==> src/rtl/uart_tx_arb.sv <==
// Two-requester round-robin arbiter feeding a byte-wide UART transmitter.
// Define UART_TX_ARB_LOCK_EN to hold the grant on one requester until it sends a byte with last=1.
module uart_tx_arb #(
    parameter int BDIV = 434,
    parameter int GAP  = 0
) (
    input  logic        clk,
    input  logic        reset,
    input  logic        r0_valid,
    input  logic [7:0]  r0_data,
    input  logic        r0_last,
    output logic        r0_ready,
    input  logic        r1_valid,
    input  logic [7:0]  r1_data,
    input  logic        r1_last,
    output logic        r1_ready,
    output logic [7:0]  uart_wdata,
    output logic        uart_we,
    output logic [15:0] uart_bdiv,
    input  logic        uart_busy,
    output logic        owner,
    output logic        active
);

    localparam logic [15:0] BDIV_W     = 16'(BDIV);
    localparam logic [7:0]  GAP_RELOAD = 8'(GAP - 1);
    localparam bit          HAS_GAP    = (GAP > 0);

    typedef enum logic [1:0] {
        ST_IDLE = 2'd0,
        ST_SEND = 2'd1,
        ST_WAIT = 2'd2,
        ST_GAP  = 2'd3
    } state_t;

    state_t      state_q, state_d;
    logic [7:0]  wdata_q, wdata_d;
    logic        we_q, we_d;
    logic        owner_q, owner_d;
    logic [7:0]  gap_cnt_q, gap_cnt_d;
    logic        lock_s;
    logic        elig0_s, elig1_s;
    logic        grant0_s, grant1_s;
    logic        accept_s;

`ifdef UART_TX_ARB_LOCK_EN
    logic        lock_q, lock_d;
    logic        sel_last_s;

    assign lock_s     = lock_q;
    assign sel_last_s = grant0_s ? r0_last : r1_last;

    // Lock flag: set by a non-final byte, cleared by the final byte of a message.
    always_ff @(posedge clk or posedge reset) begin
        if (reset) begin
            lock_q <= 1'b0;
        end else begin
            lock_q <= lock_d;
        end
    end

    // Lock next-state follows the last flag of each accepted byte.
    always_comb begin
        lock_d = lock_q;
        if (accept_s) begin
            lock_d = ~sel_last_s;
        end else begin
            lock_d = lock_q;
        end
    end
`else
    logic unused_last_s;

    assign lock_s        = 1'b0;
    assign unused_last_s = r0_last ^ r1_last;
`endif

    // Grant: while locked only the current owner is eligible; on contention the non-owner wins.
    always_comb begin
        elig0_s  = r0_valid & (~lock_s | ~owner_q);
        elig1_s  = r1_valid & (~lock_s | owner_q);
        grant0_s = 1'b0;
        grant1_s = 1'b0;
        if ((state_q == ST_IDLE) && !reset) begin
            if (elig0_s && elig1_s) begin
                grant0_s = owner_q;
                grant1_s = ~owner_q;
            end else begin
                grant0_s = elig0_s;
                grant1_s = elig1_s;
            end
        end else begin
            grant0_s = 1'b0;
            grant1_s = 1'b0;
        end
    end

    assign accept_s = grant0_s | grant1_s;
    assign r0_ready = grant0_s;
    assign r1_ready = grant1_s;

    // Next-state and datapath update for the IDLE/SEND/WAIT/GAP sequence.
    always_comb begin
        state_d   = state_q;
        wdata_d   = wdata_q;
        we_d      = 1'b0;
        owner_d   = owner_q;
        gap_cnt_d = gap_cnt_q;
        case (state_q)
            ST_IDLE: begin
                if (accept_s) begin
                    wdata_d = grant0_s ? r0_data : r1_data;
                    owner_d = grant1_s;
                    we_d    = 1'b1;
                    state_d = ST_SEND;
                end else begin
                    state_d = ST_IDLE;
                end
            end
            ST_SEND: begin
                state_d = ST_WAIT;
            end
            ST_WAIT: begin
                if (!uart_busy) begin
                    if (HAS_GAP) begin
                        state_d   = ST_GAP;
                        gap_cnt_d = GAP_RELOAD;
                    end else begin
                        state_d = ST_IDLE;
                    end
                end else begin
                    state_d = ST_WAIT;
                end
            end
            ST_GAP: begin
                if (gap_cnt_q == 8'd0) begin
                    state_d = ST_IDLE;
                end else begin
                    gap_cnt_d = gap_cnt_q - 8'd1;
                end
            end
            default: begin
                state_d = ST_IDLE;
            end
        endcase
    end

    // State and datapath registers; reset aborts any transfer in progress.
    always_ff @(posedge clk or posedge reset) begin
        if (reset) begin
            state_q   <= ST_IDLE;
            wdata_q   <= 8'h00;
            we_q      <= 1'b0;
            owner_q   <= 1'b1;
            gap_cnt_q <= 8'd0;
        end else begin
            state_q   <= state_d;
            wdata_q   <= wdata_d;
            we_q      <= we_d;
            owner_q   <= owner_d;
            gap_cnt_q <= gap_cnt_d;
        end
    end

    // The load strobe is registered, so it is high exactly for the SEND cycle.
    assign uart_wdata = wdata_q;
    assign uart_we    = we_q;
    assign owner      = owner_q;
    assign active     = (state_q != ST_IDLE);
    assign uart_bdiv  = BDIV_W;

endmodule

==> config.mk <==
export PLATFORM = sky130hd
export DESIGN_NAME = uart_tx_arb
export DESIGN_NICKNAME = d
export VERILOG_FILES = /design/src/rtl/uart_tx_arb.sv
export SDC_FILE = /design/constraint.sdc
export NUM_CORES = 1
export LEC_CHECK = 0
export ABC_AREA = 1
export BUFFER_PORTS_ARGS = -buffer_cell sky130_fd_sc_hd__buf_2
export CAP_MARGIN = 30
export CORE_MARGIN = 2
export CORE_UTILIZATION = 48
export CTS_CLUSTER_SIZE = 20
export DETAILED_ROUTE_END_ITERATION = 8
export PLACE_DENSITY = 0.78
export REMOVE_ABC_BUFFERS = 1
export SLEW_MARGIN = 10
export SYNTH_ARGS = -nofsm -noshare
export SYNTH_HDL_FRONTEND = slang
export SYNTH_SLANG_ARGS = --single-unit
==> constraint.sdc <==
create_clock -name clk -period 1.7 [get_ports clk]
set_input_delay 0.17 -clock clk [delete_from_list [all_inputs] [get_ports clk]]
set_output_delay 0.17 -clock clk [all_outputs]
set_load 0.005 [all_outputs]
After elaboration in Yosys (flattened, before gate mapping)
Index checks and enable logic that the tools add are counted.
Widths: inputs -> output; s select.

operators by class
  add/sub/neg operators = 1
  equality and inequality tests = 4
  mux-type cells = 11
  bitwise logic cells = 3
  reduce and logical (&&, ||, !) cells = 8

operators with widths
  cell                 number
  $logic_not 8->1      1
  $mux 8               1
  $pmux 2 s4           1
  $sub 8x1->8 const B  1
  $mux 1               7
  $eq 2x2->1 const B   2
  $mux 2               2
  $reduce_and 2->1     2
  $eq 2x1->1 const B   1
  $logic_and 1x1->1    2
  $logic_not 2->1      1
  $ne 2x2->1 const B   1
  $not 1->1            2
  $reduce_bool 2->1    1
  $logic_not 1->1      1
  $or 1x1->1           1

word-level totals
  register bits after elaboration = 20
  input bits = 23
  word-level logic and storage cells = 32

Logic depth before layout (Yosys ltp)
Gate-level depths: netlist (run 1).

  depth in word-level cells = 6
  gate-level depth with buffers = 8
  gate-level depth less buffers = 8

Worst setup path before layout (run 1)
No wires, ideal clock.

  kind = flip-flop to output port
  start point = register owner_q (netlist: owner)
  end point = output r0_ready
  data arrival time = 1.084 ns
  path slack = 0.446 ns
  stages on the path, launching flop included = 6
  buffers on the path = 1
  cell sequence = dfstp_2 > nand2_1 > o21ai_4 > nand2_4 > buf_6 > inv_2

between the ends
  word-level cells in the longest chain between the ends = 2

ends and longest elaborated chain
  item                    RTL line  text
  from (decl)             39        logic owner_q, owner_d;
  from (signal assigned)  160       owner_q <= owner_d;
  $mux 1                  85        if (elig0_s && elig1_s) begin
  $mux 1                  84        if ((state_q == ST_IDLE) && !reset) begin
  to (decl)               12        output logic r0_ready,

Every way passes these cells.

Worst setup path after layout (run 1)
  start point = input reset
  end point = output r1_ready

between the ends
  word-level cells in the longest chain between the ends = 3

ends and longest elaborated chain
  item                       RTL line  text
  from (decl)                8         input logic reset,
  $logic_not 1->1 (no line)  -
  $logic_and 1x1->1          84
  $mux 1                     84
  to (decl)                  16        output logic r1_ready,

Every way passes these cells.

==> run_results.csv, run 1 <==
group,metric,value,unit
synthesis,ys_types,23,
cts,cts_tree,"yes",
sta,period_minus_slack,1.66,ns
cells_and_area,post-route-util,59.0,%
worst_setup_path,crit_required,1.53,ns
synthesis,synth-seq-area-share,38.2,%
placement,post-dp-hpwl,1.86,mm
sta,worst_slack,0.0416,ns
cells_and_area,diodes,0,
sta,final.period_utilization,97.6,%
cells_and_area,nets,229,
cts,clkTransAtPathRegs,0.11,ns
worst_setup_path,arrival,1.49,ns
cts,clk_path_buf_depth,2,
sta,hold_viol_final,0,
global_routing,grt_max_degree,21,
cts,cts_max_level,1,
sta,finalSetupViolations,0,
global_routing,grt_pass1_vias,991,
route,drc_errors,0,
route,wl_met1,1.03,mm
floorplanning,core_area,2540,sq um
floorplanning,io_pins,52,
route,ant_nets,0,
worst_setup_path,setup.worst_path.start_class,"input port",
synthesis,synthCells,166,
status,status,"finished, final reports clean",
global_routing,grt_overflow,0,
worst_setup_path,critical_path_class,"in -> out",
floorplanning,die_area,3170,sq um
placement,gp_congestion,0.811,
sta,fin_skew,0.00711,ns
synthesis,synthTopCellsByArea,"dfrtp_1 (36%), nand2_1 (15%), buf_4 (9.7%), nand3_2 (5.3%), nand3_1 (3.8%)",
floorplanning,rows,18,
floorplanning,dieHeight,56.3,um
route,vias_per_cell,4.53,
synthesis,ys_warn_count,0,
min_path,hold_class,"in -> reg",
cts,root_buffer,"clkbuf_4",
global_routing,antenna_found_initial,0,
synthesis,synth_area_leader_cell,"dfrtp_1",
sta,slew_violations,0,
synthesis,syn_avg_cell_area,7.91,sq um
floorplanning,die_w,56.3,um
cts,clkLatencyLatePin,0.30,ns
floorplanning,start_util,51.6,%
route,drt_pass1_iterations,4,
cts,cts_made_buffers,3,
synthesis,ys_ff_latch,20,
worst_setup_path,crit_fanout,10,
global_routing,grt_first_pass_wirelength,4.08,mm
route,drt_iter0_markers,17,
sta,fmax,603,MHz
cts,cts_sinks,20,
cells_and_area,n_fill_cell,239,
route,wirelength,2.33,mm
sta,hold_slack,0.125,ns
global_routing,grt_usage,16.2,%
route,vias,1056,
route,met3_length,107,um
cts,cts_setup_buffers,0,
worst_setup_path,critPathCaptureType,"primary output",
cells_and_area,drive_above_1_share,30.5,%
power_and_ir_drop,leakage,0.000903,uW
synthesis,syn_area,1310,sq um
route,highest_layer,"met4",
synthesis,synth.top_cell.area_share,36.2,%
route,routedWlPerCell,10.0,um
placement,portBuffers,33,
route,wl_met2,1.16,mm
cells_and_area,area_growth,14.3,%
placement,place_ws,0.244,ns
power_and_ir_drop,power-per-cell-area,1060,nW/um^2
sta,rsz0062_at_grt,"yes",
power_and_ir_drop,irDropWorstVdd,0.886,mV
flow_run,drv_cap,0,
## critical path, cell delays in order
cell and delay, ns:
dlygate4sd3_1 0.53, buf_2 0.16, inv_2 0.06, nand4_2 0.32, inv_1 0.12, buf_2 0.12
## state kept, by name (all words and copies together) (netlist names)
register / count
state_q: 2
uart_wdata: 8
gap_cnt_q: 8
owner: 1
uart_we: 1
## per-layer routing
layer	up-vias	GRT usage [%]
met5	-	0
met4	0	4.42
met3	2	3.46
met2	30	27.9
met1	470	20.6
li1	554	-
## Yosys cell counts
cell type	n
nand2_4	3
nor3b_1	1
dfstp_2	1
nand3_2	7
nand2_2	1
ha_1	2
inv_1	13
nand2_1	54
nand3_1	10
nand3b_1	5
conb_1	2
o21ai_1	3
nand4_1	1
o21ai_0	4
nand4_2	1
buf_4	17
inv_2	6
buf_6	2
nor2_1	9
dfrtp_1	19
nor2_8	1
o21ai_4	1
xnor2_1	3
## cell families after synthesis
logic type      after synthesis  share of synthesized area [%]
xor+xnor                      3                           2.00
buf+inv                      38                           16.9
compound gates                8                           3.90
simple gates                 93                           36.6
fa+ha+maj                     2                           1.90
flops                        20                           38.2
other cells                   2                          0.572
## repair_timing
action                                 4_1_cts  5_1_grt
setup endpoints to repair                    1        2
endpoints found under the hold margin       19        0
resized for setup                            1        2
hold buffers                                 1        0
pin swaps                                    0        1
gates cloned                                 0        0
## report_power, final
part           internal [uW]  leakage [uW]  switching, uW
combinational            278      0.000629            364
clock                   91.6     0.0000150            144
sequential               616      0.000259           99.1
## cells in the final DEF (no fill, tap or decap)
cell type / n
nand2_2: 1
nor3b_1: 1
nand4_1: 1
nand3_1: 10
nor2_1: 9
buf_4: 4
o21ai_0: 4
nor2_8: 1
nand3b_1: 5
nand3_2: 7
clkbuf_1: 1
dlygate4sd3_1: 1
inv_1: 13
ha_1: 2
conb_1: 16
buf_2: 33
o21ai_1: 3
nand2_1: 53
nand4_2: 1
dfstp_2: 1
xnor2_1: 3
dfrtp_1: 19
nand2_8: 1
inv_2: 6
nand2_4: 3
clkbuf_4: 3
o21ai_4: 1
## final timing paths
kind	from	endpoint	slack [ns]	depth (start not counted)
hold / removal	r1_data[2]	uart_wdata[2]	0.12	3
max in group asynchronous	reset	owner	0.94	4
setup reg to reg	state_q[0]	uart_wdata[4]	0.29	5
setup / recovery	reset	r1_ready	0.04	6
min in group asynchronous	reset	gap_cnt_q[4]	0.49	4
hold reg to reg	gap_cnt_q[0]	gap_cnt_q[0]	0.49	2
## cell type report
class,instances,area [sq um],area share (%)
repair buffers,38,205,13.7
flip-flops and latches,20,502,33.4
inverters,19,71.3,4.75
multi-input cells,122,659,43.9
clock buffers,4,26.3,1.75
well taps,30,37.5,2.50
## through the flow
| stage | cells | setup TNS, ns | power [uW] | instance area, sq um |
|---|---|---|---|---|
| after floorplan | 161 | 0 | 1100 | 1220 |
| after global placement | 228 | 0 | 1330 | 1450 |
| after detailed placement | 228 | 0 | 1350 | 1450 |
| after CTS | 233 | 0 | 1600 | 1490 |
| after global routing | 233 | -0.0815 | 1720 | 1500 |
| final | 233 | 0 | 1590 | 1500 |
(Power assumes the default switching activity.)
==> run 2, diff against run 1 <==
- ABC_AREA: 1 -> 0
- CORE_UTILIZATION: 48 -> 46
- PLACE_DENSITY: 0.78 -> 0.77
==> run 2 against run 1 <==
  * The run now ends with negative setup slack left
  * Die area down 7.1%
  * First-iteration DRC count is 24% lower
  * Worst setup slack got worse by 0.099 ns
  * Combinational power is 22% lower
  * Design area shrank 2.8%
  * Clock skew fell by 0.0038 ns
  * Critical path depth fell by 2
  * Area after synthesis is 12% lower
  * Critical path type is now reg -> out
  * Highest routed layer unchanged
==> run_results.csv, run 2 <==
group,metric,value,unit
cells_and_area,n_fill_cell,220,
global_routing,grt_usage,17.5,%
synthesis,synth-edff-count,0,
cells_and_area,nets,190,
route,ant_nets,0,
worst_setup_path,arrival,1.59,ns
sta,finalSetupViolations,1,
synthesis,synth.most_common_cell,"dfrtp_1",
route,routedWlPerCell,12.8,um
cts,cts_sinks,20,
floorplanning,die_w,54.3,um
power_and_ir_drop,leakage,0.000739,uW
cells_and_area,area_growth,25.6,%
min_path,holdPathStages,3,
cts,clkTransAtPathRegs,0.11,ns
cts,cts_max_level,1,
global_routing,grt_first_pass_wirelength,3.66,mm
cts,cts_made_buffers,3,
sta,worst_slack,-0.0571,ns
synthesis,synth-seq-area-share,43.2,%
route,highest_layer,"met4",
placement,post-dp-hpwl,1.88,mm
global_routing,grt_max_degree,16,
synthesis,synthCells,122,
cells_and_area,post-route-util,60.0,%
floorplanning,io_pins,52,
global_routing,grt_overflow,0,
flow_run,drv_cap,0,
placement,placed_area,1340,sq um
synthesis,synth_area_leader_cell,"dfrtp_1",
floorplanning,dieHeight,54.3,um
route,vias,975,
sta,final.period_utilization,103,%
cts,cts_tree,"yes",
synthesis,ys.flop_type,"dfrtp_1",
floorplanning,rows,18,
route,drt_iter0_markers,13,
floorplanning,core_area,2430,sq um
route,drc_errors,0,
global_routing,grt_pass1_vias,901,
placement,gp_congestion,0.836,
route,vias_per_cell,5.03,
sta,hold_slack,0.108,ns
sta,period_minus_slack,1.76,ns
sta,hold_viol_final,0,
synthesis,yosys-top-cells-count,"dfrtp_1 (19), buf_4 (16), inv_1 (15)",
worst_setup_path,r2r_cells,3,
worst_setup_path,crit_required,1.53,ns
status,status,"finished with violations",
floorplanning,start_util,47.8,%
synthesis,ys_warn_count,0,
placement,portBuffers,33,
sta,slew_violations,0,
synthesis,synth.top_cell.area_share,40.9,%
route,met3_length,147,um
synthesis,async_flop_share,100,%
worst_setup_path,critPathCaptureType,"primary output",
synthesis,syn_area,1160,sq um
global_routing,antenna_found_initial,0,
worst_setup_path,critical_path_class,"reg -> out",
worst_setup_path,crit_fanout,2,
synthesis,ys_ff_latch,20,
sta,fin_skew,0.00334,ns
cts,root_buffer,"clkbuf_4",
power_and_ir_drop,irDropWorstVdd,0.696,mV
cells_and_area,diodes,0,
status,violations,"negative setup slack",
cells_and_area,drive_above_1_share,37.2,%
cells_and_area,final_common_cell,"buf_2",
worst_setup_path,setup.worst_path.start_class,"flop",
cts,clk_path_buf_depth,2,
synthesis,syn_avg_cell_area,9.53,sq um
cts,clkLatencyLatePin,0.30,ns
route,wirelength,2.49,mm
route,drt_pass1_iterations,4,
synthesis,ys_types,39,
sta,rsz0062_at_grt,"yes",
synthesis,synthTopCellsByArea,"dfrtp_1 (41%), buf_4 (10%), inv_1 (4.8%), xnor2_1 (3.8%), a221oi_1 (3.0%)",
route,wl_met1,1.04,mm
placement,place_inst,187,
cells_and_area,layout_common_cells,"buf_2 (32), dfrtp_1 (19), conb_1 (16)",
placement,place_ws,0.0549,ns
sta,fmax,569,MHz
floorplanning,die_area,2950,sq um
route,wl_met2,1.28,mm
min_path,hold_class,"in -> reg",
cells_and_area,final_cells,194,
cells_and_area,final_area,1460,sq um
power_and_ir_drop,power-per-cell-area,1070,nW/um^2
==> run 2: path summary, 6_finish.rpt <==
path                              start             to  slack [ns]
min in group asynchronous         reset  uart_wdata[6]        0.34
min reg2reg                gap_cnt_q[7]   gap_cnt_q[7]        0.54
max in group asynchronous         reset          owner        0.83
max                          state_q[1]       r0_ready       -0.06
max reg2reg                gap_cnt_q[5]   gap_cnt_q[6]        0.08
min                          r0_data[2]  uart_wdata[2]        0.11
==> run 2: area by class of cell <==
cell class	instances	area [sq um]	share of cell area, %
clock buffer	3	22.5	1.54
clock inverter	1	30.0	2.06
inverter	16	65.1	4.46
multi-input combinational	81	554	38.0
sequential	20	502	34.4
tap	30	37.5	2.57
timing repair buffer	43	249	17.1
==> run 2: what timing repair did <==
action | 4_1_cts | 5_1_grt
hold endpoints to repair | 5 | 0
hold buffers | 1 | 0
setup buffers | 2 | 0
setup endpoints to repair | 2 | 10
resized for setup | 4 | 8
pin swaps | 2 | 2
==> run 2: worst max-delay path, stage by stage (launching register included) <==
cell and delay [ns]:
dfrtp_1 0.40, or3_4 0.36, or3_4 0.39, clkinv_4 0.06, buf_6 0.08
==> run 2: power by group <==
part,internal (uW),switching (uW)
Sequential,604,68.1
Clock,238,145
Combinational,247,254
Total,1090,467
==> run 2: layer usage <==
| metal | GRT usage (%) | vias up |
|---|---|---|
| li1 | - | 477 |
| met1 | 19.6 | 455 |
| met2 | 31.9 | 37 |
| met3 | 3.55 | 6 |
| met4 | 7.50 | 0 |
| met5 | 0 | - |
==> run 2: per-stage QoR <==
stage	power [uW]	setup TNS (ns)
CTS	1560	-0.0880
global route	1660	-0.144
global placement	1130	0
finish	1560	-0.0571
detailed placement	1160	0
floorplan	917	0
==> run 2: kinds of logic (layout without fill, tap and decap cells) <==
family / count (synthesis) / count (layout) / synth area share, %
multiplexers: 1 / 1 / 0.861
buffers and inverters: 35 / 63 / 16.7
AND/OR/NAND/NOR: 31 / 31 / 16.6
adder cells (fa/ha/maj): 2 / 2 / 2.15
XOR/XNOR: 7 / 7 / 5.27
other: 2 / 16 / 0.646
AO/OA/AOI/OAI: 24 / 24 / 14.6
flip-flops: 20 / 20 / 43.2
